$ cat src/rtl/clk_div_pkg.sv
// Shared types and reset defaults for the multi-channel clock/strobe divider.
package clk_div_pkg;

  // Width of the period and high-time fields. clk_div_multi's WIDTH must match this.
  localparam int CFG_WIDTH = 16;

  // Reset defaults: the legacy fixed 50-cycle, 25-high, low-first divider.
  localparam int DEF_DIV  = 50;
  localparam int DEF_HIGH = 25;
  localparam int DEF_INV  = 1;
  localparam int DEF_EN   = 1;

  // One channel's configuration. inv = 1 means the output is low while cnt < high.
  typedef struct packed {
    logic [CFG_WIDTH-1:0] div;
    logic [CFG_WIDTH-1:0] high;
    logic                 inv;
    logic                 en;
  } chan_cfg_t;

  // Build a configuration record from plain integers (used for parameter defaults).
  function automatic chan_cfg_t make_cfg(int div, int high, int inv, int en);
    chan_cfg_t c;
    c.div  = CFG_WIDTH'(div);
    c.high = CFG_WIDTH'(high);
    c.inv  = 1'(inv);
    c.en   = 1'(en);
    return c;
  endfunction

endpackage

$ cat src/rtl/clk_div_chan.sv
// One divider channel: period counter, shadow config, boundary-aligned apply and
// registered clk_out/tick/pending. Outputs are registered from next-state values
// so they stay cycle-aligned with the counter.
module clk_div_chan
  import clk_div_pkg::*;
#(
  parameter chan_cfg_t DEF_CFG = make_cfg(DEF_DIV, DEF_HIGH, DEF_INV, DEF_EN)
) (
  input  logic      clk,
  input  logic      rst,
  input  logic      we_i,
  input  chan_cfg_t wr_cfg_i,
  input  logic      sync_i,
  output logic      clk_out_o,
  output logic      tick_o,
  output logic      pending_o
);

  // Output level implied by the reset config with cnt = 0.
  localparam logic RST_CLK = DEF_CFG.en ? ((DEF_CFG.high != '0) ^ DEF_CFG.inv) : DEF_CFG.inv;

  chan_cfg_t            act_q, act_d;
  chan_cfg_t            shd_q, shd_d;
  logic [CFG_WIDTH-1:0] cnt_q, cnt_d;
  logic [CFG_WIDTH-1:0] last_cnt;
  logic                 pend_q, pend_d;
  logic                 clk_out_q, clk_out_d;
  logic                 tick_q, tick_d;
  logic                 boundary;
  logic                 apply;

  // Next-state: count, decide the apply point, and derive the registered outputs.
  // A disabled channel applies immediately; a running one only after cnt == P-1
  // or on sync, so no period is ever cut short. A write coinciding with an apply
  // point goes straight to the active config.
  always_comb begin
    act_d  = act_q;
    shd_d  = shd_q;
    pend_d = pend_q;
    cnt_d  = cnt_q;

    last_cnt = (act_q.div == '0) ? '0 : act_q.div - 1'b1;
    boundary = act_q.en && (cnt_q == last_cnt);
    apply    = boundary || sync_i || !act_q.en;

    if (we_i) begin
      shd_d = wr_cfg_i;
    end

    if (apply) begin
      if (we_i) begin
        act_d = wr_cfg_i;
      end else if (pend_q) begin
        act_d = shd_q;
      end
      pend_d = 1'b0;
      cnt_d  = '0;
    end else begin
      // Enabled and strictly below P-1 here, so the increment cannot pass P-1.
      if (we_i) begin
        pend_d = 1'b1;
      end
      cnt_d = cnt_q + 1'b1;
    end

    clk_out_d = act_d.en ? ((cnt_d < act_d.high) ^ act_d.inv) : act_d.inv;
    tick_d    = act_d.en && (cnt_d == '0);
  end

  // State and output registers; reset restores the legacy divider behaviour.
  always_ff @(posedge clk or posedge rst) begin
    if (rst) begin
      act_q     <= DEF_CFG;
      shd_q     <= DEF_CFG;
      pend_q    <= 1'b0;
      cnt_q     <= '0;
      clk_out_q <= RST_CLK;
      tick_q    <= DEF_CFG.en;
    end else begin
      act_q     <= act_d;
      shd_q     <= shd_d;
      pend_q    <= pend_d;
      cnt_q     <= cnt_d;
      clk_out_q <= clk_out_d;
      tick_q    <= tick_d;
    end
  end

  assign clk_out_o = clk_out_q;
  assign tick_o    = tick_q;
  assign pending_o = pend_q;

endmodule

$ cat src/rtl/clk_div_multi.sv
// Programmable multi-channel clock/strobe divider. Decodes the config write bus
// to one channel and fans sync out to all of them.
// Config interface: cfg_we is a single-cycle strobe with no ready; every write is
// accepted in the cycle it is presented. Writes to a cfg_chan with no channel
// behind it are dropped.
module clk_div_multi
  import clk_div_pkg::*;
#(
  parameter int CHANNELS = 4,
  parameter int WIDTH    = CFG_WIDTH,
  parameter int DEF_DIV  = clk_div_pkg::DEF_DIV,
  parameter int DEF_HIGH = clk_div_pkg::DEF_HIGH,
  parameter int DEF_INV  = clk_div_pkg::DEF_INV,
  parameter int DEF_EN   = clk_div_pkg::DEF_EN
) (
  input  logic                                             clk,
  input  logic                                             rst,
  input  logic                                             cfg_we,
  input  logic [((CHANNELS > 1) ? $clog2(CHANNELS) : 1)-1:0] cfg_chan,
  input  logic [WIDTH-1:0]                                 cfg_div,
  input  logic [WIDTH-1:0]                                 cfg_high,
  input  logic                                             cfg_inv,
  input  logic                                             cfg_en,
  input  logic                                             sync,
  output logic [CHANNELS-1:0]                              clk_out,
  output logic [CHANNELS-1:0]                              tick,
  output logic [CHANNELS-1:0]                              pending
);

  localparam int        CHAN_W  = (CHANNELS > 1) ? $clog2(CHANNELS) : 1;
  localparam chan_cfg_t RST_CFG = make_cfg(DEF_DIV, DEF_HIGH, DEF_INV, DEF_EN);

  chan_cfg_t           wr_cfg;
  logic [CHANNELS-1:0] chan_we;

  // Bundle the write bus into one record and decode the target channel.
  always_comb begin
    wr_cfg.div  = cfg_div;
    wr_cfg.high = cfg_high;
    wr_cfg.inv  = cfg_inv;
    wr_cfg.en   = cfg_en;
    for (int i = 0; i < CHANNELS; i++) begin
      chan_we[i] = cfg_we && (cfg_chan == CHAN_W'(i));
    end
  end

  for (genvar g = 0; g < CHANNELS; g++) begin : g_chan
    clk_div_chan #(
      .DEF_CFG (RST_CFG)
    ) u_chan (
      .clk       (clk),
      .rst       (rst),
      .we_i      (chan_we[g]),
      .wr_cfg_i  (wr_cfg),
      .sync_i    (sync),
      .clk_out_o (clk_out[g]),
      .tick_o    (tick[g]),
      .pending_o (pending[g])
    );
  end

endmodule

$ cat config.mk
export PLATFORM = sky130hd
export DESIGN_NAME = clk_div_multi
export DESIGN_NICKNAME = d
export VERILOG_FILES = /design/src/rtl/clk_div_pkg.sv /design/src/rtl/clk_div_chan.sv /design/src/rtl/clk_div_multi.sv
export SDC_FILE = /design/constraint.sdc
export NUM_CORES = 1
export LEC_CHECK = 0
export ABC_AREA = 1
export ABC_CLOCK_PERIOD_IN_PS = 30500
export CAP_MARGIN = 10
export CORE_AREA = 5 5 192 175
export CTS_BUF_LIST = sky130_fd_sc_hd__clkbuf_2
export DETAILED_ROUTE_END_ITERATION = 6
export DIE_AREA = 0 0 197 180
export PLACE_DENSITY = 0.83
export SLEW_MARGIN = 10
export SYNTH_ARGS = -nofsm -noshare
export SYNTH_HDL_FRONTEND = slang
export SYNTH_SLANG_ARGS = --single-unit
$ cat constraint.sdc
create_clock -name clk -period 30.5 [get_ports clk]
set_clock_uncertainty 0.15 [all_clocks]
set_input_delay 6.1 -clock clk [delete_from_list [all_inputs] [get_ports clk]]
set_output_delay 6.1 -clock clk [all_outputs]
set_load 0.05 [all_outputs]
Yosys cells after proc, flatten, opt, wreduce, memory -nomap -nowiden

Index checks and enable logic that the tools add are counted.

Add/sub/neg operators: 8
$lt $le $gt $ge: 4
Equality and inequality tests: 7
Mux-type cells: 32
Bitwise logic cells: 4
Reduce and logical (&&, ||, !) cells: 45

Operators with widths:

| operator                                             | number |
|---|---|
| two-way mux 34 bit                                   | 8 |
| logical NOT 16 bit                                   | 8 |
| two-way mux 16 bit                                   | 8 |
| two-way mux 18 bit                                   | 4 |
| adder 16 x 1 -> 16 bit (second input constant)       | 4 |
| equality test 16 bit                                 | 4 |
| less-than comparator 16 bit                          | 4 |
| subtractor 16 x 1 -> 16 bit (second input constant)  | 4 |
| nonzero test 2 bit                                   | 8 |
| logical AND 1 bit                                    | 12 |
| two-way mux 1 bit                                    | 12 |
| logical OR 1 bit                                     | 8 |
| AND reduction 2 bit                                  | 4 |
| equality test 2 bit (second input constant)          | 2 |
| logical NOT 1 bit                                    | 4 |
| bitwise XOR 1 bit                                    | 4 |
| equality test 2 x 1 -> 1 bit (second input constant) | 1 |
| logical NOT 2 bit                                    | 1 |

Bits in registers: 348
Input bits: 40
Word-level logic and storage cells: 148

Longest topological paths before layout

Word-level depth: 10
Depth in mapped cells: 34
Depth with buffers taken out: 30

Hierarchy

From an unflattened synthesis, not the netlist that was laid out.

Cell total of the unflattened synthesis: 2717
Area total of the unflattened synthesis: 19927.9 um2

By module, submodules not included:

| module                              | times used | cells an instance | area an instance (um2) | seq. area each (um2) |
|---|---|---|---|---|
| clk_div_chan (g_chan[0].u_chan ...) | 3          | 677               | 4973.5                 | 2198.4 |
| clk_div_chan (g_chan[3].u_chan)     | 1          | 678               | 4977.3                 | 2198.4 |
| clk_div_multi                       | 1          | 8                 | 30.0                   | 0.0 |

Worst setup path before layout

OpenSTA, ideal clock, no wires.

Kind: input to register
Start: input cfg_chan[1] in the netlist's numbering
End: register g_chan[2].u_chan.clk_out_q
Arrival: 8669 ps
Required time: 30237 ps
Path slack: 21567 ps
Stages on the path: 18
Cell sequence: inv_1 nor3_1 clkbuf_1 clkbuf_1 nand2_1 o21ai_0 nand2_1 o21ai_0 inv_1 ha_1 a21oi_1 nor2_1 a211oi_1 o21ai_0 nor4_1 nand3_1 nand2_1 inv_1

RTL lines:

| item                   | RTL line            | RTL |
|---|---|---|
| start: declaration     | clk_div_multi.sv:19 | `input logic [((CHANNELS > 1) ? $clog2(CHANNELS) : 1)-1:0] cfg_chan,` |
| end signal: assignment | clk_div_chan.sv:84  | `clk_out_q <= clk_out_d;` |
| end: declaration       | clk_div_chan.sv:27  | `logic clk_out_q, clk_out_d;` |

==> flow_metrics.env <==
export IMPL_p_sw_share_pct=40.8
export IMPL_post_place_cells=3163
export IMPL_dieArea_um2=35500
export IMPL_drc=0
export IMPL_maxCapViolCount=0
export IMPL_cts_hold_buf=0
export IMPL_fmax_ghz=0.105
export IMPL_numCtsBuffers=90
export IMPL_syn_inst=2786
export IMPL_p_int_mw=0.858
export IMPL_area_delta_synth_final_pct=7.01
export IMPL_grt_ovfl_total=0
export IMPL_fin_crit_sh_pct=31.3
export IMPL_drtIter0Drc=1617
export IMPL_grt_pass1_vias=17848
export IMPL_dp_hpwl_um=36800
export IMPL_gr_usage_all_layers_pct=29.8
export IMPL_final_common_cell="nand2_1"
export IMPL_die_w_um=197
export IMPL_initial_core_util_pct=63.9
export IMPL_clkSlewWorstSetupHoldPaths_ps=110
export IMPL_crit_path_end_kind="register"
export IMPL_clock_sinks=348
export IMPL_cts_resized=0
export IMPL_portBuffers=51
export IMPL_critPathRequiredTime_ps=31140
export IMPL_yosys_warnings=0
export IMPL_yosys_cell_types_count=41
export IMPL_ys_seq_area_share_pct=43.7
export IMPL_finalCriticalPeriod_ps=9550
export IMPL_hp_class="reg -> reg"
export IMPL_finalNonFillerCells=3328
export IMPL_multi_input_area_um2=9260
export IMPL_clk_latency_ps=930
export IMPL_syn_nets=2894
export IMPL_seq_area_um2=8790
export IMPL_fillerInstances=2705
export IMPL_comb_power_share_pct=34.6
export IMPL_ys_flop_type="dfrtp_1"
export IMPL_yosysTopAreaCell="dfrtp_1"
export IMPL_wl_per_cell_um=15.9
export IMPL_fin_setup_tns_ps=0
export IMPL_cts_tree="yes"
export IMPL_pwr_share_seq_pct=43.3
export IMPL_cts_root_buf="clkbuf_2"
export IMPL_cts_max_path_buffers=3
export IMPL_synth_top_area_share_pct=34.8
export IMPL_gp_congestion=0.926
export IMPL_grt_setup_unrepaired="false"
export IMPL_cp_max_fo=53
export IMPL_switching_power_mw=0.591
export IMPL_leakagePower_nw=10.9
export IMPL_synth_area_um2=20100
export IMPL_nets=2947
export IMPL_wl_um=52800
export IMPL_synth_area_per_cell_um2=7.22
export IMPL_async_reset_ff_share_pct=100
export IMPL_pwr_density_cell_nw_per_um2=67.3
export IMPL_grt_pass1_wl_um=87000
export IMPL_via_per_inst=5.54
export IMPL_drive_above_1_share_pct=9.89
export IMPL_p_clk_share_pct=22.1
export IMPL_arrival_ps=10190
export IMPL_peakVddDrop_mv=0.0345
export IMPL_synth_edff_count=0
export IMPL_rows=62
export IMPL_layout_common_cells="840 x nand2_1, 396 x inv_1, 280 x dfrtp_1"
export IMPL_io_pins=52
export IMPL_finalSetupViolCount=0
export IMPL_ys_seq_elements=348
export IMPL_yosys_top_cells_area="dfrtp_1 35%, nand2_1 16%, dfstp_2 8.9%, inv_1 7.4%, o21ai_0 6.9%"
export IMPL_worst_pin_slew_ps=1100
export IMPL_core_area_um2=31500
export IMPL_drv_slew=0
export IMPL_htreeDepth=3
export IMPL_grt_start_max_net_pins=189
export IMPL_antenna_left=0
export IMPL_crit_type="in -> reg"
export IMPL_crit_path_start_kind="primary input"
export IMPL_antenna_found_initial=1
export IMPL_maxSlewHeadroom_pct=26.7
export IMPL_dr_pass1_iters=6
export IMPL_status="complete, no violations"
export IMPL_dieHeight_um=180
export IMPL_cts_setup_buffers=0
export IMPL_hold_viol=0
export IMPL_num_vias=18441
==> layer usage <==
layer	track usage (%)	vias to the layer above	share of wire [%]
met5	0	-	0
met4	12.8	0	4.7
met3	5.82	130	7.5
met2	45.7	627	44
met1	41.5	8696	44
li1	-	8988	-
==> cells in the mapped netlist, types with 15 or more instances <==
cell type and n:
nand2_1 840, inv_1 397, dfrtp_1 280, o21ai_0 276
nor2_1 254, nand3_1 168, a21oi_1 80, dfstp_2 68
ha_1 68, clkbuf_1 49, nand4_1 47, nor3_1 34
xor2_1 33, nor2_2 22, buf_2 21, a31oi_1 19
nor4_1 15, o21ai_1 15
==> cells by family after synthesis <==
family                   synth area share [%]
AND/OR/NAND/NOR                          29.7
buffers and inverters                    10.4
AO/OA/AOI/OAI                            10.5
flip-flops                               43.7
adder cells (fa/ha/maj)                  4.23
XOR/XNOR                                 1.48
==> power by group through the flow <==
stage	clock network, mW	registers, mW	logic, mW
2_1_floorplan	0	0.618	0.387
3_3_place_gp	0	0.631	0.471
3_5_place_dp	0	0.634	0.493
4_1_cts	0.328	0.626	0.496
5_1_grt	0.351	0.638	0.576
6_report	0.320	0.628	0.501
==> final cells by class <==
class / instances / share of cell area (%)
multi-input combinational: 1930 / 43.0
sequential: 348 / 40.8
inverter: 404 / 7.08
clock buffer: 139 / 3.23
timing repair buffer: 65 / 2.92
tap: 416 / 2.42
clock inverter: 25 / 0.517
antenna: 1 / 0.0116
==> path summary, 6_finish.rpt <==
check	from	end	slack, ps	depth (start not counted)
setup reg to reg	g_chan[1].u_chan.act_q[19]	g_chan[1].u_chan.clk_out_o	25690	25
setup / recovery	cfg_chan[0]	g_chan[1].u_chan.clk_out_o	20950	19
max in group asynchronous	rst	g_chan[0].u_chan.act_q[33]	23150	3
hold / removal	g_chan[1].u_chan.shd_q[20]	g_chan[1].u_chan.shd_q[20]	320	2
hold reg to reg	g_chan[1].u_chan.shd_q[20]	g_chan[1].u_chan.shd_q[20]	320	2
min in group asynchronous	rst	g_chan[2].u_chan.act_q[32]	5510	2
==> sequential cells by signal, summed over array words and instances, names as in the netlist <==
signal / cells
g_chan.u_chan.shd_q: 136
g_chan.u_chan.pending_o: 4
g_chan.u_chan.clk_out_o: 4
g_chan.u_chan.act_q: 136
g_chan.u_chan.tick_o: 4
g_chan.u_chan.cnt_q: 64
==> critical path: stages <==
cell,delay (ps)
clkdlybuf4s50_1,530
inv_1,100
nor3_2,160
buf_4,480
clkinv_1,1010
o21ai_0,300
o21ai_0,110
inv_1,60
o21ai_1,80
inv_1,90
ha_1,240
a21oi_1,140
nor2_1,60
a211oi_1,200
o221ai_1,140
nor2_1,150
nand3_1,90
nand2_1,80
inv_1,30
==> per-stage QoR <==
step	power (mW)	hold slack (ps)	setup WS, ps	utilization, %	instance area [um^2]
after floorplan	1.01	281	14710	-	20100
after global placement	1.10	294	20230	65.8	20700
after detailed placement	1.13	299	20130	65.8	20700
after CTS	1.45	321	21090	68.4	21500
after global routing	1.57	339	20610	68.4	21500
final	1.45	320	20950	68.4	21500
No activity file was read; power rests on OpenSTA's default activity.
